File: src/rtl/ram_arb_pkg.sv
// Shared state encoding, owner codes and default widths for the RAM arbiter.
package ram_arb_pkg;

   localparam int DEF_ADDR_W = 9;
   localparam int DEF_DATA_W = 32;

   typedef enum logic [1:0] {
      IDLE   = 2'd0,
      ACCESS = 2'd1,
      WAIT   = 2'd2,
      DONE   = 2'd3
   } arb_state_t;

   localparam logic OWN_CPU = 1'b0;
   localparam logic OWN_DMA = 1'b1;

endpackage

File: src/rtl/ram_arbiter_if.sv
// Request/acknowledge bundle for the two RAM requesters (CPU and DMA).
interface ram_arbiter_if
   import ram_arb_pkg::*;
#(
   parameter int ADDR_W = DEF_ADDR_W,
   parameter int DATA_W = DEF_DATA_W
);

   logic              cpu_req;
   logic              cpu_we;
   logic [ADDR_W-1:0] cpu_addr;
   logic [DATA_W-1:0] cpu_wdata;
   logic [DATA_W-1:0] cpu_rdata;
   logic              cpu_ack;

   logic              dma_req;
   logic              dma_we;
   logic [ADDR_W-1:0] dma_addr;
   logic [DATA_W-1:0] dma_wdata;
   logic [DATA_W-1:0] dma_rdata;
   logic              dma_ack;

   modport slave (
      input  cpu_req, cpu_we, cpu_addr, cpu_wdata,
      output cpu_rdata, cpu_ack,
      input  dma_req, dma_we, dma_addr, dma_wdata,
      output dma_rdata, dma_ack
   );

   modport master (
      output cpu_req, cpu_we, cpu_addr, cpu_wdata,
      input  cpu_rdata, cpu_ack,
      output dma_req, dma_we, dma_addr, dma_wdata,
      input  dma_rdata, dma_ack
   );

endinterface

File: src/rtl/arb_burst_counter.sv
// Counts consecutive CPU grants made while DMA is waiting; flags when the limit is reached.
module arb_burst_counter #(
   parameter int MAX_BURST = 4
)(
   input  logic clk,
   input  logic rst,
   input  logic i_cpu_grant,
   input  logic i_clear,
   output logic o_at_limit
);

   localparam int CNT_W = $clog2(MAX_BURST + 1);

   logic [CNT_W-1:0] r_count;

   assign o_at_limit = (r_count == CNT_W'(MAX_BURST));

   always_ff @(posedge clk or negedge rst) begin
      if (!rst) begin
         r_count <= '0;
      end else if (i_clear) begin
         r_count <= '0;
      end else if (i_cpu_grant && !o_at_limit) begin
         r_count <= r_count + CNT_W'(1);
      end
   end

endmodule

File: src/rtl/ram_arbiter.sv
// Single-port RAM arbiter between CPU and DMA requesters with read-latency sequencing.
// Define RAM_ARB_FAIR_EN to bound DMA starvation to MAX_BURST consecutive CPU grants.
module ram_arbiter
   import ram_arb_pkg::*;
#(
   parameter int ADDR_W    = DEF_ADDR_W,
   parameter int DATA_W    = DEF_DATA_W,
   parameter int RD_LAT    = 1,
   parameter int MAX_BURST = 4
)(
   input  logic              clk,
   input  logic              rst,
   ram_arbiter_if.slave      bus,
   output logic [ADDR_W-1:0] ram_addr,
   output logic [DATA_W-1:0] ram_wdata,
   output logic              ram_we,
   input  logic [DATA_W-1:0] ram_rdata,
   output logic              owner,
   output logic              busy
);

   localparam int LAT_W = 2;

   if (RD_LAT < 1 || RD_LAT > 3 || MAX_BURST < 1) begin : g_param_check
      $error("ram_arbiter: RD_LAT must be 1..3 and MAX_BURST at least 1");
   end

   arb_state_t        r_state;
   arb_state_t        w_state_nxt;
   logic [LAT_W-1:0]  r_lat_cnt;
   logic              r_owner;
   logic              r_ram_we;
   logic [ADDR_W-1:0] r_ram_addr;
   logic [DATA_W-1:0] r_ram_wdata;
   logic [DATA_W-1:0] r_cpu_rdata;
   logic [DATA_W-1:0] r_dma_rdata;

   logic w_idle;
   logic w_any_req;
   logic w_grant_dma;
   logic w_fair_fire;
   logic w_lat_done;

   assign w_idle      = (r_state == IDLE);
   assign w_any_req   = bus.cpu_req | bus.dma_req;
   assign w_grant_dma = bus.dma_req & (~bus.cpu_req | w_fair_fire);
   assign w_lat_done  = (r_lat_cnt == LAT_W'(RD_LAT - 1));

`ifdef RAM_ARB_FAIR_EN
   logic w_burst_limit;

   // A CPU grant with dma_req high is exactly an IDLE cycle where DMA asks but loses.
   arb_burst_counter #(.MAX_BURST(MAX_BURST)) u_burst (
      .clk         (clk),
      .rst         (rst),
      .i_cpu_grant (w_idle & bus.dma_req & ~w_grant_dma),
      .i_clear     (w_idle & (~bus.dma_req | w_grant_dma)),
      .o_at_limit  (w_burst_limit)
   );

   assign w_fair_fire = w_burst_limit & bus.dma_req;
`else
   assign w_fair_fire = 1'b0;
`endif

   // NOTE: every variable assigned in a combinational block gets a default first, so no latch is inferred.
   always_comb begin
      w_state_nxt = r_state;
      case (r_state)
         IDLE:    if (w_any_req) w_state_nxt = ACCESS;
         ACCESS:  w_state_nxt = r_ram_we ? DONE : WAIT;
         WAIT:    if (w_lat_done) w_state_nxt = DONE;
         DONE:    w_state_nxt = IDLE;
         default: w_state_nxt = IDLE;
      endcase
   end

   // NOTE: sequential state uses non-blocking assignments so all registers update from pre-edge values.
   always_ff @(posedge clk or negedge rst) begin
      if (!rst) begin
         r_state <= IDLE;
      end else begin
         r_state <= w_state_nxt;
      end
   end

   always_ff @(posedge clk or negedge rst) begin
      if (!rst) begin
         r_owner     <= OWN_CPU;
         r_ram_we    <= 1'b0;
         r_ram_addr  <= '0;
         r_ram_wdata <= '0;
         r_lat_cnt   <= '0;
         r_cpu_rdata <= '0;
         r_dma_rdata <= '0;
      end else begin
         case (r_state)
            IDLE: begin
               if (w_any_req) begin
                  r_owner <= w_grant_dma ? OWN_DMA : OWN_CPU;
                  if (w_grant_dma) begin
                     r_ram_we    <= bus.dma_we;
                     r_ram_addr  <= bus.dma_addr;
                     r_ram_wdata <= bus.dma_wdata;
                  end else begin
                     r_ram_we    <= bus.cpu_we;
                     r_ram_addr  <= bus.cpu_addr;
                     r_ram_wdata <= bus.cpu_wdata;
                  end
               end
            end
            ACCESS: begin
               r_ram_we  <= 1'b0;
               r_lat_cnt <= '0;
            end
            WAIT: begin
               if (w_lat_done) begin
                  if (r_owner == OWN_DMA) r_dma_rdata <= ram_rdata;
                  else                    r_cpu_rdata <= ram_rdata;
               end else begin
                  r_lat_cnt <= r_lat_cnt + LAT_W'(1);
               end
            end
            default: ;
         endcase
      end
   end

   assign ram_we        = r_ram_we;
   assign ram_addr      = r_ram_addr;
   assign ram_wdata     = r_ram_wdata;
   assign owner         = r_owner;
   assign busy          = ~w_idle;
   assign bus.cpu_rdata = r_cpu_rdata;
   assign bus.dma_rdata = r_dma_rdata;
   assign bus.cpu_ack   = (r_state == DONE) && (r_owner == OWN_CPU);
   assign bus.dma_ack   = (r_state == DONE) && (r_owner == OWN_DMA);

endmodule

File: src/flat_wrapper.sv
// flat-port wrapper written by rule: the top's interface ports become plain ports
module ram_arbiter_flat import ram_arb_pkg::*;
#(
   parameter int ADDR_W    = DEF_ADDR_W,
   parameter int DATA_W    = DEF_DATA_W,
   parameter int RD_LAT    = 1,
   parameter int MAX_BURST = 4
)
  (clk, rst, ram_addr, ram_wdata, ram_we, ram_rdata, owner, busy, bus_cpu_req, bus_cpu_we, bus_cpu_addr, bus_cpu_wdata, bus_cpu_rdata, bus_cpu_ack, bus_dma_req, bus_dma_we, bus_dma_addr, bus_dma_wdata, bus_dma_rdata, bus_dma_ack);
  ram_arbiter_if #(.ADDR_W(ADDR_W), .DATA_W(DATA_W)) bus_i ();
  input  logic clk;
  input  logic rst;
  output logic [ADDR_W-1:0] ram_addr;
  output logic [DATA_W-1:0] ram_wdata;
  output logic ram_we;
  input  logic [DATA_W-1:0] ram_rdata;
  output logic owner;
  output logic busy;
  input wire logic [$bits(bus_i.cpu_req)-1:0] bus_cpu_req;
  input wire logic [$bits(bus_i.cpu_we)-1:0] bus_cpu_we;
  input wire logic [$bits(bus_i.cpu_addr)-1:0] bus_cpu_addr;
  input wire logic [$bits(bus_i.cpu_wdata)-1:0] bus_cpu_wdata;
  output wire logic [$bits(bus_i.cpu_rdata)-1:0] bus_cpu_rdata;
  output wire logic [$bits(bus_i.cpu_ack)-1:0] bus_cpu_ack;
  input wire logic [$bits(bus_i.dma_req)-1:0] bus_dma_req;
  input wire logic [$bits(bus_i.dma_we)-1:0] bus_dma_we;
  input wire logic [$bits(bus_i.dma_addr)-1:0] bus_dma_addr;
  input wire logic [$bits(bus_i.dma_wdata)-1:0] bus_dma_wdata;
  output wire logic [$bits(bus_i.dma_rdata)-1:0] bus_dma_rdata;
  output wire logic [$bits(bus_i.dma_ack)-1:0] bus_dma_ack;
  assign bus_i.cpu_req = bus_cpu_req;
  assign bus_i.cpu_we = bus_cpu_we;
  assign bus_i.cpu_addr = bus_cpu_addr;
  assign bus_i.cpu_wdata = bus_cpu_wdata;
  assign bus_cpu_rdata = bus_i.cpu_rdata;
  assign bus_cpu_ack = bus_i.cpu_ack;
  assign bus_i.dma_req = bus_dma_req;
  assign bus_i.dma_we = bus_dma_we;
  assign bus_i.dma_addr = bus_dma_addr;
  assign bus_i.dma_wdata = bus_dma_wdata;
  assign bus_dma_rdata = bus_i.dma_rdata;
  assign bus_dma_ack = bus_i.dma_ack;
  ram_arbiter #(.ADDR_W(ADDR_W), .DATA_W(DATA_W), .RD_LAT(RD_LAT), .MAX_BURST(MAX_BURST)) u_core (.clk(clk), .rst(rst), .bus(bus_i), .ram_addr(ram_addr), .ram_wdata(ram_wdata), .ram_we(ram_we), .ram_rdata(ram_rdata), .owner(owner), .busy(busy));
endmodule
File: config.mk
export PLATFORM = sky130hd
export DESIGN_NAME = ram_arbiter_flat
export DESIGN_NICKNAME = d
export VERILOG_FILES = /design/src/rtl/ram_arb_pkg.sv /design/src/rtl/ram_arbiter_if.sv /design/src/rtl/arb_burst_counter.sv /design/src/rtl/ram_arbiter.sv /design/src/flat_wrapper.sv
export SDC_FILE = /design/constraint.sdc
export NUM_CORES = 1
export LEC_CHECK = 0
export CAP_MARGIN = 15
export CORE_ASPECT_RATIO = 1.5
export CORE_MARGIN = 4
export CORE_UTILIZATION = 37
export CTS_CLUSTER_SIZE = 25
export DETAILED_ROUTE_END_ITERATION = 6
export PLACE_DENSITY = 0.77
export SLEW_MARGIN = 20
export SYNTH_ARGS = -nofsm -noshare
export SYNTH_HDL_FRONTEND = slang
export SYNTH_SLANG_ARGS = --single-unit
File: constraint.sdc
create_clock -name clk -period 1.65 [get_ports clk]
set_input_delay 0.33 -clock clk [delete_from_list [all_inputs] [get_ports clk]]
set_output_delay 0.33 -clock clk [all_outputs]
set_load 0.01 [all_outputs]
==> metrics.log <==
INFO  metric switching_power = 4.68 mW
INFO  metric grt_util_all_layers = 17.4%
INFO  metric tritoncts.num_buffers = 9
INFO  metric antenna_left = 0
INFO  metric setup.worst_path.start_class = register
INFO  metric worst_slack = 0.00685 ns
INFO  metric final.period_utilization = 99.6%
INFO  metric wp_data_required = 1.91 ns
INFO  metric grt_pass1_wl = 20,500 um
INFO  metric timing.max_slew.rel_slack = 78.7%
INFO  metric tightest_slew = 0.318 ns
INFO  metric placeableCoreArea = 12,500 sq um
INFO  metric pwr-share-clk = 15.4%
INFO  metric regToRegStartpoint = u_core.r_state[1]
INFO  metric distinct_cell_type_count_after_synthesis = 24
INFO  metric critical_path_buffer_and_inverter_count = 2
INFO  metric ir_worst_vdd = 0.797 mV
INFO  metric vias = 3,666
INFO  metric placed_cells_incl_taps = 737
INFO  metric root_buffer = sky130_fd_sc_hd__clkbuf_16
INFO  metric port_buffers = 229
INFO  metric power_frac_seq = 33.8%
INFO  metric yosysSeqAreaShare = 58.7%
INFO  metric grt_setup_unrepaired = true
INFO  metric cts_buffer_depth = 2
INFO  metric proportion_of_total_power_due_to_net_switching = 32.6%
INFO  metric floorplan.die_area = 14,700 sq um
INFO  metric regToRegEndpoint = u_core.r_state[0]
INFO  metric crit_cells = 6
INFO  metric synthCells = 357
INFO  metric dp_slack = -0.150 ns
INFO  metric critPathMaxFanout = 3
INFO  metric initial_core_util = 37.8%
INFO  metric placement.cell_area = 7290 sq um
INFO  metric antenna_violations_before_repair = 0
INFO  metric fin_hold_ws = 0.431 ns
INFO  metric drt-initial-drc-count = 61
INFO  metric maxCapViolations = 0
INFO  metric type_of_the_worst_min_delay_path = primary input to async pin
INFO  metric cts.reportedPaths.clkPinSlew = 0.08 ns
INFO  metric remaining_drc_errors = 0
INFO  metric worstSkewPairLatency = 0.34 ns
INFO  metric critical-path-slowest-cell = sky130_fd_sc_hd__or4_4
INFO  metric num_antenna_cells = 0
INFO  metric netlist_area = 4730 sq um
INFO  metric die_w = 100 um
INFO  metric synth_seq_cells = 111
INFO  metric final.setup_skew = 0.00967 ns
INFO  metric drt-wirelength-per-cell = 16.8 um
INFO  metric cell_internal_pwr = 9.68 mW
INFO  metric routed_via_density = 4.84
INFO  metric pin_count_of_the_biggest_net_entering_global_routing = 54
INFO  metric final-instance-count-excl-fill = 758
INFO  metric setup_violations = 0
INFO  metric p_leak = 3.47 nW
INFO  metric drt_first_pass_iters = 4
INFO  metric dieHeight = 146 um
INFO  metric timing.setup.critical_path_class = register to register
INFO  metric final_layout_size_suffix_gt1_share = 18.3%
INFO  metric crit_path_cell_trace = buf_6 > buf_4 > ha_4 > nor2b_4 > or4_4 > o21ai_2
INFO  metric logic_gate_share_of_total_power = 50.8%
INFO  metric synthToLayoutAreaGrowth = 63.5%
INFO  metric tritoncts = built
INFO  metric finish.net_count = 726
INFO  metric cts_sinks = 111
INFO  metric powerDensity = 1860 nW/um^2
INFO  metric worst_ep_arrival_time = 1.90 ns
INFO  metric cp_top_family = simple AND/OR/NAND/NOR gates
INFO  metric syn-mean-instance-area = 13.2 sq um
INFO  metric synth.yosys.warnings = 0
INFO  metric fmaxAchievable = 609 MHz
INFO  metric grt_remaining_overflow = 0
INFO  metric critical_path.endpoint_type = register
INFO  metric wirelength = 12,800 um
INFO  metric slew_violations = 0
INFO  metric critical_path.max_stage_delay = 0.54 ns
INFO  metric htree_num_levels = 3
INFO  metric first_global_vias = 4,059
INFO  metric r2r.worst_path.cells = 6
INFO  metric finalSetupTns = 0 ns
INFO  metric dp_hpwl = 9860 um
INFO  metric finalWorstPathRequiredPeriod = 1.64 ns
INFO  metric num_io_pins = 230
INFO  metric syn-num-nets = 485
INFO  metric reg2reg_slack = 0.007 ns
INFO  metric cell_area_after_layout = 7730 sq um
INFO  metric gpl.final_weighted_congestion = 0.790
INFO  metric placement_rows = 50
INFO  metric timing.final.hold_violations = 0
INFO  metric status = finished, final reports clean
## registers in the layout, summed over array words and instances (netlist names)
name / flops
u_core.r_lat_cnt: 2
u_core.bus.dma_rdata: 32
u_core.r_state: 2
u_core.bus.cpu_rdata: 32
u_core.ram_we: 1
u_core.ram_wdata: 32
u_core.owner: 1
u_core.ram_addr: 9
## power by group through the flow
stage,sequential [mW],combinational (mW),clock [mW]
after global routing,5.05,7.89,2.39
after CTS,4.87,7.23,2.28
after detailed placement,4.91,7.07,0
final,4.86,7.30,2.21
after floorplan,5.45,2.50,0
after global placement,4.85,6.85,0
## worst max-delay path by stage
| stage | from | to |
|---|---|---|
| 2_1_floorplan | u_core.r_state[0] | u_core.bus.dma_rdata[3] |
| 4_1_cts | u_core.r_state[1] | busy |
| 6_report | u_core.r_state[1] | u_core.r_state[0] |
| 3_3_place_gp | bus_dma_req | u_core.ram_we |
| 5_1_grt | u_core.r_state[1] | bus_cpu_ack |
| 3_5_place_dp | bus_dma_req | u_core.ram_we |
## per-stage QoR
stage | total power [mW] | utilization, %
floorplan | 7.95 | -
global placement | 11.7 | 58.3
detailed placement | 12.0 | 58.3
CTS | 14.4 | 61.2
global route | 15.3 | 61.8
finish | 14.4 | 61.8
## metal layers
metal	part of all wire [%]	vias up	global-route usage, %
met5	0	-	0
met4	2.2	0	5.39
met3	6.8	23	4.06
met2	55	146	32.4
met1	36	1775	19.2
li1	-	1722	-
## logic make-up after synthesis
kind of cell               count (synthesis)  share of synthesized area (%)
adders and majority gates                  8                           2.12
muxes                                    110                           25.0
DFF                                      111                           58.7
AOI/OAI and AO/OA                         48                           5.21
buffers and inverters                     26                           3.68
and+or+nand+nor                           54                           5.24
## timing repair
item                                    CTS  global route
endpoints found under the setup margin   37            21
hold endpoints to repair                 20             0
hold buffers                              1             0
buffers inserted                          1             3
cloned                                    1             0
pin swaps                                 1             2
gates resized for setup                  20            18
## synthesized netlist by cell type, drive strengths merged
cell     instances  area, sq um
o21ai           44          220
or4              1         7.51
inv              6         22.5
nand3            1         10.0
nor2b            2         12.5
nand2b           1         6.26
mux2            65          732
a2111oi          1         8.76
mux2i           45          450
dfrtp          111         2780
o31ai            1         7.51
buf             16          136
ha               8          100
nor2             3         11.3
nand3b           1         20.0
nand2           43          161
nor3b            1         12.5
and2             1         6.26
a21oi            2         10.0
clkbuf           4         15.0
## layout make-up
class                           count  area [sq um]
Fill cell                        1017          4780
Sequential cell                   111          2780
Timing Repair Buffer              250          2570
Multi-Input combinational cell    220          1860
Clock buffer                       10           239
Tap cell                          156           195
Clock inverter                      5          65.1
Inverter                            6          22.5
## cells in the final DEF (no fill, tap or decap), types with 8 or more instances in the layout
cell	synthesis	layout
sky130_fd_sc_hd__buf_4	5	11
sky130_fd_sc_hd__clkbuf_16	0	9
sky130_fd_sc_hd__clkdlybuf4s50_1	0	221
sky130_fd_sc_hd__mux2_1	12	12
sky130_fd_sc_hd__mux2i_1	45	45
sky130_fd_sc_hd__mux2_2	53	53
sky130_fd_sc_hd__buf_12	0	8
sky130_fd_sc_hd__dfrtp_1	111	110
sky130_fd_sc_hd__nand2_1	43	43
sky130_fd_sc_hd__o21ai_1	41	40
No activity file was read; power rests on OpenSTA's default activity.
